### config.mk
export PLATFORM = sky130hd
export DESIGN_NAME = fetch_stage
export DESIGN_NICKNAME = d
export VERILOG_FILES = /design/src/rtl/fetch_stage.sv
export SDC_FILE = /design/constraint.sdc
export NUM_CORES = 1
export LEC_CHECK = 0
export ABC_AREA = 1
export CAP_MARGIN = 25
export CORE_ASPECT_RATIO = 1.25
export CORE_MARGIN = 10
export CORE_UTILIZATION = 45
export CTS_BUF_LIST = sky130_fd_sc_hd__clkbuf_4
export CTS_CLUSTER_DIAMETER = 80
export DETAILED_ROUTE_END_ITERATION = 8
export GPL_ROUTABILITY_DRIVEN = 0
export PLACE_DENSITY = 0.93
export SLEW_MARGIN = 20
export SYNTH_ARGS = -nofsm -noshare
export SYNTH_HDL_FRONTEND = slang
export SYNTH_SLANG_ARGS = --single-unit
### constraint.sdc
create_clock -name clk -period 3.55 [get_ports clk]
set_input_delay 0.8875 -clock clk [delete_from_list [all_inputs] [get_ports clk]]
set_output_delay 0.8875 -clock clk [all_outputs]
set_load 0.02 [all_outputs]
### src/rtl/fetch_stage.sv
// fetch_stage -- instruction fetch stage with IF/ID pipeline register.
//
// Holds the program counter, drives it to the instruction ROM and captures
// the returned word into the IF/ID register. A three-state FSM sequences
// start-up (IDLE), normal operation (FETCH) and a permanent stop (HALT).
// In FETCH the edge priority is halt_req > redirect > stall > advance.
//
// Ports:
//   clk               rising-edge clock
//   rst               asynchronous active-high reset
//   stall             hold PC and IF/ID (hazard from downstream)
//   redirect          load PC from redirect_target and flush IF/ID
//   redirect_target   new PC on redirect
//   halt_req          enter HALT; only reset leaves it
//   imem_addr         ROM address (the PC register)
//   imem_data         ROM read data for imem_addr
//   if_id_instruction registered instruction to decode
//   if_id_pc          PC of if_id_instruction
//   if_id_valid       IF/ID holds a real instruction, not a bubble
//   halted            high while in HALT
//   fetch_count       saturating count of advance edges
//   bubble_count      saturating count of stall/redirect/halt edges in FETCH
//
// Build option: define FETCH_STATS_EN to implement the two statistics
// counters; otherwise both ports are tied to zero.

module fetch_stage #(
  parameter int DATA_WIDTH    = 20,
  parameter int ADDRESS_WIDTH = 8
) (
  input  logic                     clk,
  input  logic                     rst,
  input  logic                     stall,
  input  logic                     redirect,
  input  logic [ADDRESS_WIDTH-1:0] redirect_target,
  input  logic                     halt_req,
  output logic [ADDRESS_WIDTH-1:0] imem_addr,
  input  logic [DATA_WIDTH-1:0]    imem_data,
  output logic [DATA_WIDTH-1:0]    if_id_instruction,
  output logic [ADDRESS_WIDTH-1:0] if_id_pc,
  output logic                     if_id_valid,
  output logic                     halted,
  output logic [15:0]              fetch_count,
  output logic [15:0]              bubble_count
);

  typedef enum logic [1:0] {
    IDLE  = 2'd0,
    FETCH = 2'd1,
    HALT  = 2'd2
  } state_t;

  state_t                   state_q, state_d;
  logic [ADDRESS_WIDTH-1:0] pc_q, pc_d;
  logic [DATA_WIDTH-1:0]    instr_q, instr_d;
  logic [ADDRESS_WIDTH-1:0] id_pc_q, id_pc_d;
  logic                     valid_q, valid_d;

  always_ff @(posedge clk or posedge rst) begin
    if (rst) begin
      state_q <= IDLE;
      pc_q    <= '0;
      instr_q <= '0;
      id_pc_q <= '0;
      valid_q <= 1'b0;
    end else begin
      state_q <= state_d;
      pc_q    <= pc_d;
      instr_q <= instr_d;
      id_pc_q <= id_pc_d;
      valid_q <= valid_d;
    end
  end

  always_comb begin
    state_d = state_q;
    pc_d    = pc_q;
    instr_d = instr_q;
    id_pc_d = id_pc_q;
    valid_d = valid_q;
    unique case (state_q)
      IDLE: state_d = FETCH;
      FETCH: begin
        if (halt_req) begin
          state_d = HALT;
          instr_d = '0;
          valid_d = 1'b0;
        end else if (redirect) begin
          // Flush; the target word is captured on the following edge.
          pc_d    = redirect_target;
          instr_d = '0;
          valid_d = 1'b0;
        end else if (!stall) begin
          instr_d = imem_data;
          id_pc_d = pc_q;
          valid_d = 1'b1;
          pc_d    = pc_q + ADDRESS_WIDTH'(1);
        end
      end
      HALT: state_d = HALT;
      default: state_d = IDLE;
    endcase
  end

  assign imem_addr         = pc_q;
  assign if_id_instruction = instr_q;
  assign if_id_pc          = id_pc_q;
  assign if_id_valid       = valid_q;
  assign halted            = (state_q == HALT);

`ifdef FETCH_STATS_EN
  logic [15:0] fetch_count_q, fetch_count_d;
  logic [15:0] bubble_count_q, bubble_count_d;
  logic        bubble_edge;

  always_ff @(posedge clk or posedge rst) begin
    if (rst) begin
      fetch_count_q  <= '0;
      bubble_count_q <= '0;
    end else begin
      fetch_count_q  <= fetch_count_d;
      bubble_count_q <= bubble_count_d;
    end
  end

  always_comb begin
    fetch_count_d  = fetch_count_q;
    bubble_count_d = bubble_count_q;
    bubble_edge    = halt_req || redirect || stall;
    if (state_q == FETCH) begin
      if (bubble_edge) begin
        if (bubble_count_q != '1) bubble_count_d = bubble_count_q + 16'd1;
      end else begin
        if (fetch_count_q != '1) fetch_count_d = fetch_count_q + 16'd1;
      end
    end
  end

  assign fetch_count  = fetch_count_q;
  assign bubble_count = bubble_count_q;
`else
  assign fetch_count  = '0;
  assign bubble_count = '0;
`endif

endmodule

==> qor.yml, run 1 <==
sta:
  max_freq_mhz: 402
  period_share_pct: 70.1
  slew_headroom_pct: 44.9
  fin_ws_ns: 1.06
  period_needed_ns: 2.49
  tns_ns: 0
  rsz0062_at_grt: "false"
  fin_skew_ns: 0.00493
  tightest_slew_ns: 0.826
  slew_violations: 0
  setup_viol_count_final: 0
  hold_violations: 0
cts:
  cts_root_buffer: "clkbuf_4"
  clkTransAtPathRegs_ns: 0.11
  clock_latency_ns: 0.34
  cts_tree: "yes"
  cts_max_level: 2
  hold_buffers: 0
  cts-buffers-inserted: 5
  postCtsSetupBuffers: 0
  ctsLongestPathBuffers: 2
  ctsResizeCount: 0
  cts.sinks: 39
global_routing:
  grt_max_degree: 40
  grt_usage_pct: 13.5
  antenna_found_initial: 0
  overflow: 0
  grt_pass1_wl_microns: 8240
  grt_pass1_vias: 1757
min_path:
  hp-start: "if_id_pc[1]"
  hold_path_depth: 2
  hp-class: "reg2reg"
finish:
  multi_input_area_sq_um: 858
  layout_common_cells: "75 x nand2_1, 70 x clkdlybuf4s50_1, 39 x dfrtp_1, 32 x conb_1, 30 x nand3_1"
  syn2layout_area_growth_pct: 32.3
  seqCellArea_sq_um: 976
  drive_gt1_share_pct: 7.55
  antenna_cells: 0
  fillers: 390
  fin_nets: 354
  layout_commonest_cell: "nand2_1"
power:
  p_total_mw: 2.02
  vdd.ir_drop.worst_v: 0.000325
  powerDensity_nw_per_um2: 738
  p_leak_nw: 1.38
synthesis:
  netlist_area_sq_um: 2070
  synth_seq_area_share_pct: 47.2
  synth_warnings: 0
  synth_seq_cells: 39
  synthCells: 248
  syn_avg_cell_area_sq_um: 8.33
  ys_types: 22
detailed_routing:
  drt_iter0_markers: 118
  finalWirelength_microns: 5210
  drc: 0
  vias_per_cell: 4.67
  wl_per_cell_microns: 13.8
  antenna_left: 0
  vias: 1757
  drt-pass1-iter-count: 4
floorplan:
  fp.dieH_microns: 95.8
  core_region_area_sq_um: 4430
  dieArea_sq_um: 7720
  ios: 103
  std_cell_rows: 27
  die_x_microns: 80.6
  initial_utilization_pct: 46.7
setup_path:
  path_class: "reg2out"
  timing.critical_path.arrival_ns: 1.60
  path_max_fanout: 3
  cp-start-kind: "flop"
  r2r-start: "state_q[1]"
  cp-end-kind: "output pin"
  required_ns: 2.66
  reg2regPathDepth: 7
  startpoint: "state_q[0]"
outcome:
  status: "finished clean"
flow_run:
  maxCapViolations: 0
placed_design:
  port_buffers: 70
  dp_slack_ns: 0.734
  dp_hpwl_microns: 4110
cells by family (layout without fill, tap and decap cells):
| logic type | Yosys count | count (layout) | synth area share (%) |
|---|---|---|---|
| simple gates | 129 | 129 | 27.0 |
| buf+inv | 54 | 93 | 16.8 |
| flops | 39 | 39 | 47.2 |
| compound gates | 21 | 21 | 6.30 |
| fa+ha+maj | 4 | 4 | 2.42 |
| other cells | 1 | 32 | 0.182 |
critical path: stages, from the launching register on:
cell and delay [ns]:
dfrtp_1 0.40, inv_1 0.10, ha_1 0.15, clkdlybuf4s50_1 0.61
layout make-up:
| type | count | share of cell area (%) |
|---|---|---|
| Inverter | 13 | 1.92 |
| Sequential cell | 39 | 35.7 |
| Timing Repair Buffer | 72 | 26.2 |
| Clock buffer | 7 | 1.92 |
| Multi-Input combinational cell | 186 | 31.4 |
| Tap cell | 58 | 2.66 |
| Clock inverter | 1 | 0.183 |
per-stage QoR:
| step | cells | util, % | area, sq um | hold slack [ns] |
|---|---|---|---|---|
| 6_report | 376 | 61.7 | 2730 | 0.481 |
| 5_1_grt | 376 | 61.7 | 2730 | 0.518 |
| 4_1_cts | 376 | 61.7 | 2730 | 0.486 |
| 3_5_place_dp | 368 | 60.4 | 2680 | 0.459 |
| 3_3_place_gp | 368 | 60.4 | 2680 | 0.453 |
| 2_1_floorplan | 279 | - | 2180 | 0.528 |
flip-flops by register name, indices dropped and copies added (netlist names):
name,cells
imem_addr,8
if_id_instruction,20
if_id_pc,8
state_q,2
if_id_valid,1
where the power goes:
group | internal [mW] | switching [mW]
clock | 0.0925 | 0.136
combinational | 0.447 | 0.595
sequential | 0.617 | 0.129
path summary, 6_finish.rpt:
| check | to | slack [ns] |
|---|---|---|
| max | halted | 1.06 |
| min | if_id_pc[1] | 0.48 |
| max reg2reg | if_id_pc[7] | 1.85 |
| min reg2reg | if_id_pc[1] | 0.48 |
| max in group asynchronous | if_id_instruction[9] | 2.26 |
| min in group asynchronous | if_id_instruction[17] | 0.96 |
routing by layer:
layer | part of all wire [%] | GRT usage (%) | routed length, microns
met3 | 9.6 | 4.57 | 502
met5 | 0 | 0 | 0
met4 | 1.6 | 5.29 | 81
met1 | 38 | 14.7 | 2000
met2 | 50 | 23.5 | 2620
cell usage after synthesis, drive strengths merged:
cell type   n  area, sq um
ha          4         50.1
inv        12         47.6
clkinv      1         5.00
buf        41          295
conb        1         3.75
nor2       21          103
o21ai      14         92.6
nand3      30          150
dfrtp      39          976
a31oi       1         6.26
a21oi       5         25.0
nand2      78          305
o22ai       1         6.26
Note: power is estimated with default switching activity, not from simulation.
==> run 2, diff against run 1 <==
CORE_UTILIZATION = 41   (was 45)
PLACE_DENSITY = 0.87   (was 0.93)
clock period = 2.56 ns   (was 3.55 ns; I/O delays follow)
==> run 2 against run 1 <==
Net effect: sequential power increased by 39%; clock skew increased by 0.0086 ns; power increased by 44%; routed wire length increased by 4.0%; critical path type unchanged; flip-flop and latch count unchanged; largest cell class unchanged; register-to-register slack got worse by 0.78 ns; via count increased by 1.2%; global-route usage decreased by 0.69 points; design area increased by 1.6%.
==> qor.yml, run 2 (same netlist as run 1, synthesis figures left out) <==
detailed_routing:
  antenna_left: 0
  drt-pass1-iter-count: 4
  met1_length_microns: 2270
  wl_per_cell_microns: 14.2
  vias_per_cell: 4.67
  highest_layer: "met4"
  drc: 0
  wl_met3_microns: 411
  finalWirelength_microns: 5410
  vias: 1778
  met2WireLength_microns: 2680
  drt_iter0_markers: 100
sta:
  hold_violations: 0
  setup_viol_count_final: 0
  tightest_slew_ns: 0.847
  tns_ns: 0
  fin_skew_ns: 0.0136
  rsz0062_at_grt: "false"
  slew_violations: 0
  period_share_pct: 88.0
  max_freq_mhz: 444
  period_needed_ns: 2.25
  slew_headroom_pct: 43.6
cts:
  cts-buffers-inserted: 5
  clkTransAtPathRegs_ns: 0.12
  ctsResizeCount: 0
  postCtsSetupBuffers: 0
  cts_max_level: 2
  cts.sinks: 39
  hold_buffers: 0
  ctsLongestPathBuffers: 2
  cts_tree: "yes"
  cts_root_buffer: "clkbuf_4"
  clock_latency_ns: 0.35
global_routing:
  grt_usage_pct: 12.8
  antenna_found_initial: 0
  grt_pass1_wl_microns: 8960
  overflow: 0
  grt_max_degree: 40
  grt_pass1_vias: 1776
power:
  vdd.ir_drop.worst_v: 0.000476
  p_total_mw: 2.90
  p_leak_nw: 1.40
  powerDensity_nw_per_um2: 1050
setup_path:
  worstPathCellList: "inv_1 -> ha_1 -> clkdlybuf4s50_1"
  required_ns: 1.92
  timing.critical_path.arrival_ns: 1.61
  critPathTopFamily: "buffers and inverters"
  cp-end-kind: "output pin"
  path_max_fanout: 3
  crit_buf_inv: 2
  path_class: "reg2out"
  worst_path_max_delay_cell: "clkdlybuf4s50_1"
  cp-start-kind: "flop"
  cp_slowest_stage_delay_ns: 0.60
placed_design:
  dp.cells: 373
  port_buffers: 70
  dp_hpwl_microns: 4260
finish:
  fin_nets: 357
  layout_common_cells: "75 x nand2_1, 70 x clkdlybuf4s50_1, 39 x dfrtp_1, 32 x conb_1, 30 x nand3_1"
  final_util_pct: 57.8
  antenna_cells: 0
  syn2layout_area_growth_pct: 34.4
  drive_gt1_share_pct: 8.10
  largest_reg_flops: 20
  fin_cells: 381
  layout_commonest_cell: "nand2_1"
floorplan:
  dieArea_sq_um: 8300
  ios: 103
  die_x_microns: 83.5
  core_region_area_sq_um: 4800
  fp.dieH_microns: 99.4
  initial_utilization_pct: 43.0
  std_cell_rows: 28
outcome:
  status: "finished clean"
min_path:
  hp-class: "reg2reg"
flow_run:
  maxCapViolations: 0
run 2: cell types whose count changed in the layout (fill, tap and decap cells not counted), sizes merged:
cell,delta
clkbuf,-2
bufinv,+1
buf,+3
clkinv,+1
run 2: cell type report:
cell class / count / area [sq um]
timing repair buffer: 75 / 738
tap: 60 / 75.1
clock inverter: 3 / 38.8
multi-input combinational: 186 / 858
sequential: 39 / 976
inverter: 13 / 52.6
fill: 438 / 2020
clock buffer: 5 / 37.5
run 2: tightest hold or removal path: cells and delay by family, from the launching register on:
family           cells  cell delay (ns)
DFF                  1             0.36
and+or+nand+nor      2             0.09
run 2: layer usage:
metal	vias up	GRT usage (%)
met5	-	0
met3	5	5.22
met2	65	21.5
met4	0	3.10
met1	847	14.9
li1	861	-
run 2: through the flow:
| step | hold slack, ns | cell area (sq um) | setup slack [ns] |
|---|---|---|---|
| CTS | 0.487 | 2780 | 0.281 |
| finish | 0.481 | 2780 | 0.308 |
| global placement | 0.454 | 2700 | 0.362 |
| detailed placement | 0.460 | 2700 | 0.294 |
| floorplan | 0.528 | 2180 | 1.03 |
| global route | 0.504 | 2780 | 0.224 |
run 2: worst paths after layout:
| check | from | end | slack (ns) | depth (start not counted) |
|---|---|---|---|---|
| worst max-delay path | state_q[0] | halted | 0.31 | 3 |
| worst min-delay path | if_id_valid | if_id_valid | 0.48 | 2 |
| worst max register to register | state_q[1] | if_id_instruction[14] | 1.07 | 7 |
| worst min register to register | if_id_valid | if_id_valid | 0.48 | 2 |
| max in group asynchronous | rst | if_id_pc[4] | 1.50 | 3 |
| min in group asynchronous | rst | if_id_instruction[12] | 0.70 | 3 |
run 2: report_power, final:
group	total, mW	leakage [nW]	switching, mW	internal, mW
sequential	1.04	0.512	0.182	0.855
clock	0.407	0.0426	0.206	0.201
combinational	1.46	0.846	0.832	0.629
==> run 3, diff against run 2 <==
REMOVE_ABC_BUFFERS = 1   (was default)
==> run 3 against run 2 <==
Net effect: critical path depth is the same; critical path type unchanged; power shrank 3.6%; routed wire length shrank 1.8%; worst setup slack gained 0.026 ns; sequential power is essentially flat; global-route usage shrank 0.46 points; critical endpoint unchanged; utilization shrank 0.39 points.
==> qor.yml, run 3 (same netlist as run 1, synthesis figures left out) <==
global_routing:
  grt_max_degree: 40
  overflow: 0
  grt_pass1_vias: 1790
  grt_usage_pct: 12.3
  antenna_found_initial: 0
  grt_pass1_wl_microns: 8620
cts:
  cts_tree: "yes"
  hold_buffers: 0
  clkTransAtPathRegs_ns: 0.11
  cts_root_buffer: "clkbuf_4"
  cts.sinks: 39
  clock_latency_ns: 0.34
  cts_max_level: 2
  ctsLongestPathBuffers: 2
  postCtsSetupBuffers: 0
  cts-buffers-inserted: 5
  ctsResizeCount: 0
sta:
  fin_skew_ns: 0.00870
  hold_violations: 0
  period_needed_ns: 2.23
  tns_ns: 0
  max_freq_mhz: 449
  setup_viol_count_final: 0
  tightest_slew_ns: 0.792
  period_share_pct: 86.9
  slew_headroom_pct: 47.2
  rsz0062_at_grt: "false"
  slew_violations: 0
power:
  vdd.ir_drop.worst_v: 0.000537
  p_leak_nw: 1.39
  powerDensity_nw_per_um2: 1020
floorplan:
  fp.dieH_microns: 99.4
  std_cell_rows: 28
  dieArea_sq_um: 8300
  die_x_microns: 83.5
  ios: 103
  core_region_area_sq_um: 4800
  initial_utilization_pct: 43.0
min_path:
  hp-class: "reg2reg"
  hp-start: "if_id_instruction[14]"
  hold_path_depth: 2
  holdPathEnd: "if_id_instruction[14]"
placed_design:
  dp.cells: 373
  dp_hpwl_microns: 4140
  port_buffers: 70
setup_path:
  startpoint: "state_q[0]"
  reg2reg_setup_slack_ns: 1.14
  timing.critical_path.arrival_ns: 1.59
  path_class: "reg2out"
  cp-end-kind: "output pin"
  path_max_fanout: 3
  required_ns: 1.92
  cp-start-kind: "flop"
  r2r-start: "state_q[1]"
  reg2regPathDepth: 7
  reg2reg_to: "state_q[0]"
detailed_routing:
  drt-pass1-iter-count: 4
  vias_per_cell: 4.60
  drt_iter0_markers: 107
  vias: 1753
  drc: 0
  antenna_left: 0
  finalWirelength_microns: 5320
  wl_per_cell_microns: 14.0
finish:
  syn2layout_area_growth_pct: 33.5
  largest_reg_flops: 20
  drive_gt1_share_pct: 8.41
  layout_common_cells: "75 x nand2_1, 70 x clkdlybuf4s50_1, 39 x dfrtp_1, 32 x conb_1, 30 x nand3_1"
  fin_nets: 357
  final_util_pct: 57.5
  fin_cells: 381
  antenna_cells: 0
  layout_commonest_cell: "nand2_1"
flow_run:
  maxCapViolations: 0
outcome:
  status: "finished clean"
run 3: cell types whose count changed in the layout (fill, tap and decap cells not counted), sizes merged:
cell	delta
bufinv	-1
clkinv	-1
clkbuf	+2
run 3: final cells by class:
class	count	area [sq um]
Timing Repair Buffer	75	738
Inverter	13	52.6
Tap cell	60	75.1
Multi-Input combinational cell	186	858
Fill cell	451	2040
Clock buffer	7	52.6
Clock inverter	1	5.00
Sequential cell	39	976
run 3: routing by layer:
metal  up-vias  routed length (microns)  part of all wire [%]  global-route usage (%)
met5         -                        0                     0                       0
met4         0                       76                   1.4                    3.61
met3         8                      620                    12                    6.20
met2        98                     2270                    43                    19.0
met1       781                     2340                    44                    14.9
li1        866                        -                     -                       -
run 3: report_power, final:
part	switching (mW)	internal, mW
clock	0.192	0.128
sequential	0.180	0.855
combinational	0.817	0.626
total	1.19	1.61
run 3: worst max path at each step:
stage                                        to  slack [ns]
after global placement              if_id_valid        0.37
final                                    halted        0.33
after CTS                                halted        0.30
after floorplan            if_id_instruction[0]        1.03
after detailed placement  if_id_instruction[10]        0.36
after global routing                     halted        0.25
run 3: stage by stage:
| step | setup WS (ns) | hold slack [ns] | cell area [sq um] | power [mW] |
|---|---|---|---|---|
| after CTS | 0.301 | 0.486 | 2760 | 2.84 |
| after floorplan | 1.03 | 0.528 | 1890 | 1.81 |
| after global placement | 0.374 | 0.453 | 2700 | 2.47 |
| after detailed placement | 0.360 | 0.459 | 2700 | 2.51 |
| final | 0.335 | 0.482 | 2760 | 2.80 |
| after global routing | 0.248 | 0.508 | 2760 | 3.01 |
run 3: critical path, cell delays in order (launching register included):
cell and delay [ns]:
dfrtp_1 0.40, inv_1 0.11, ha_1 0.15, clkdlybuf4s50_1 0.60
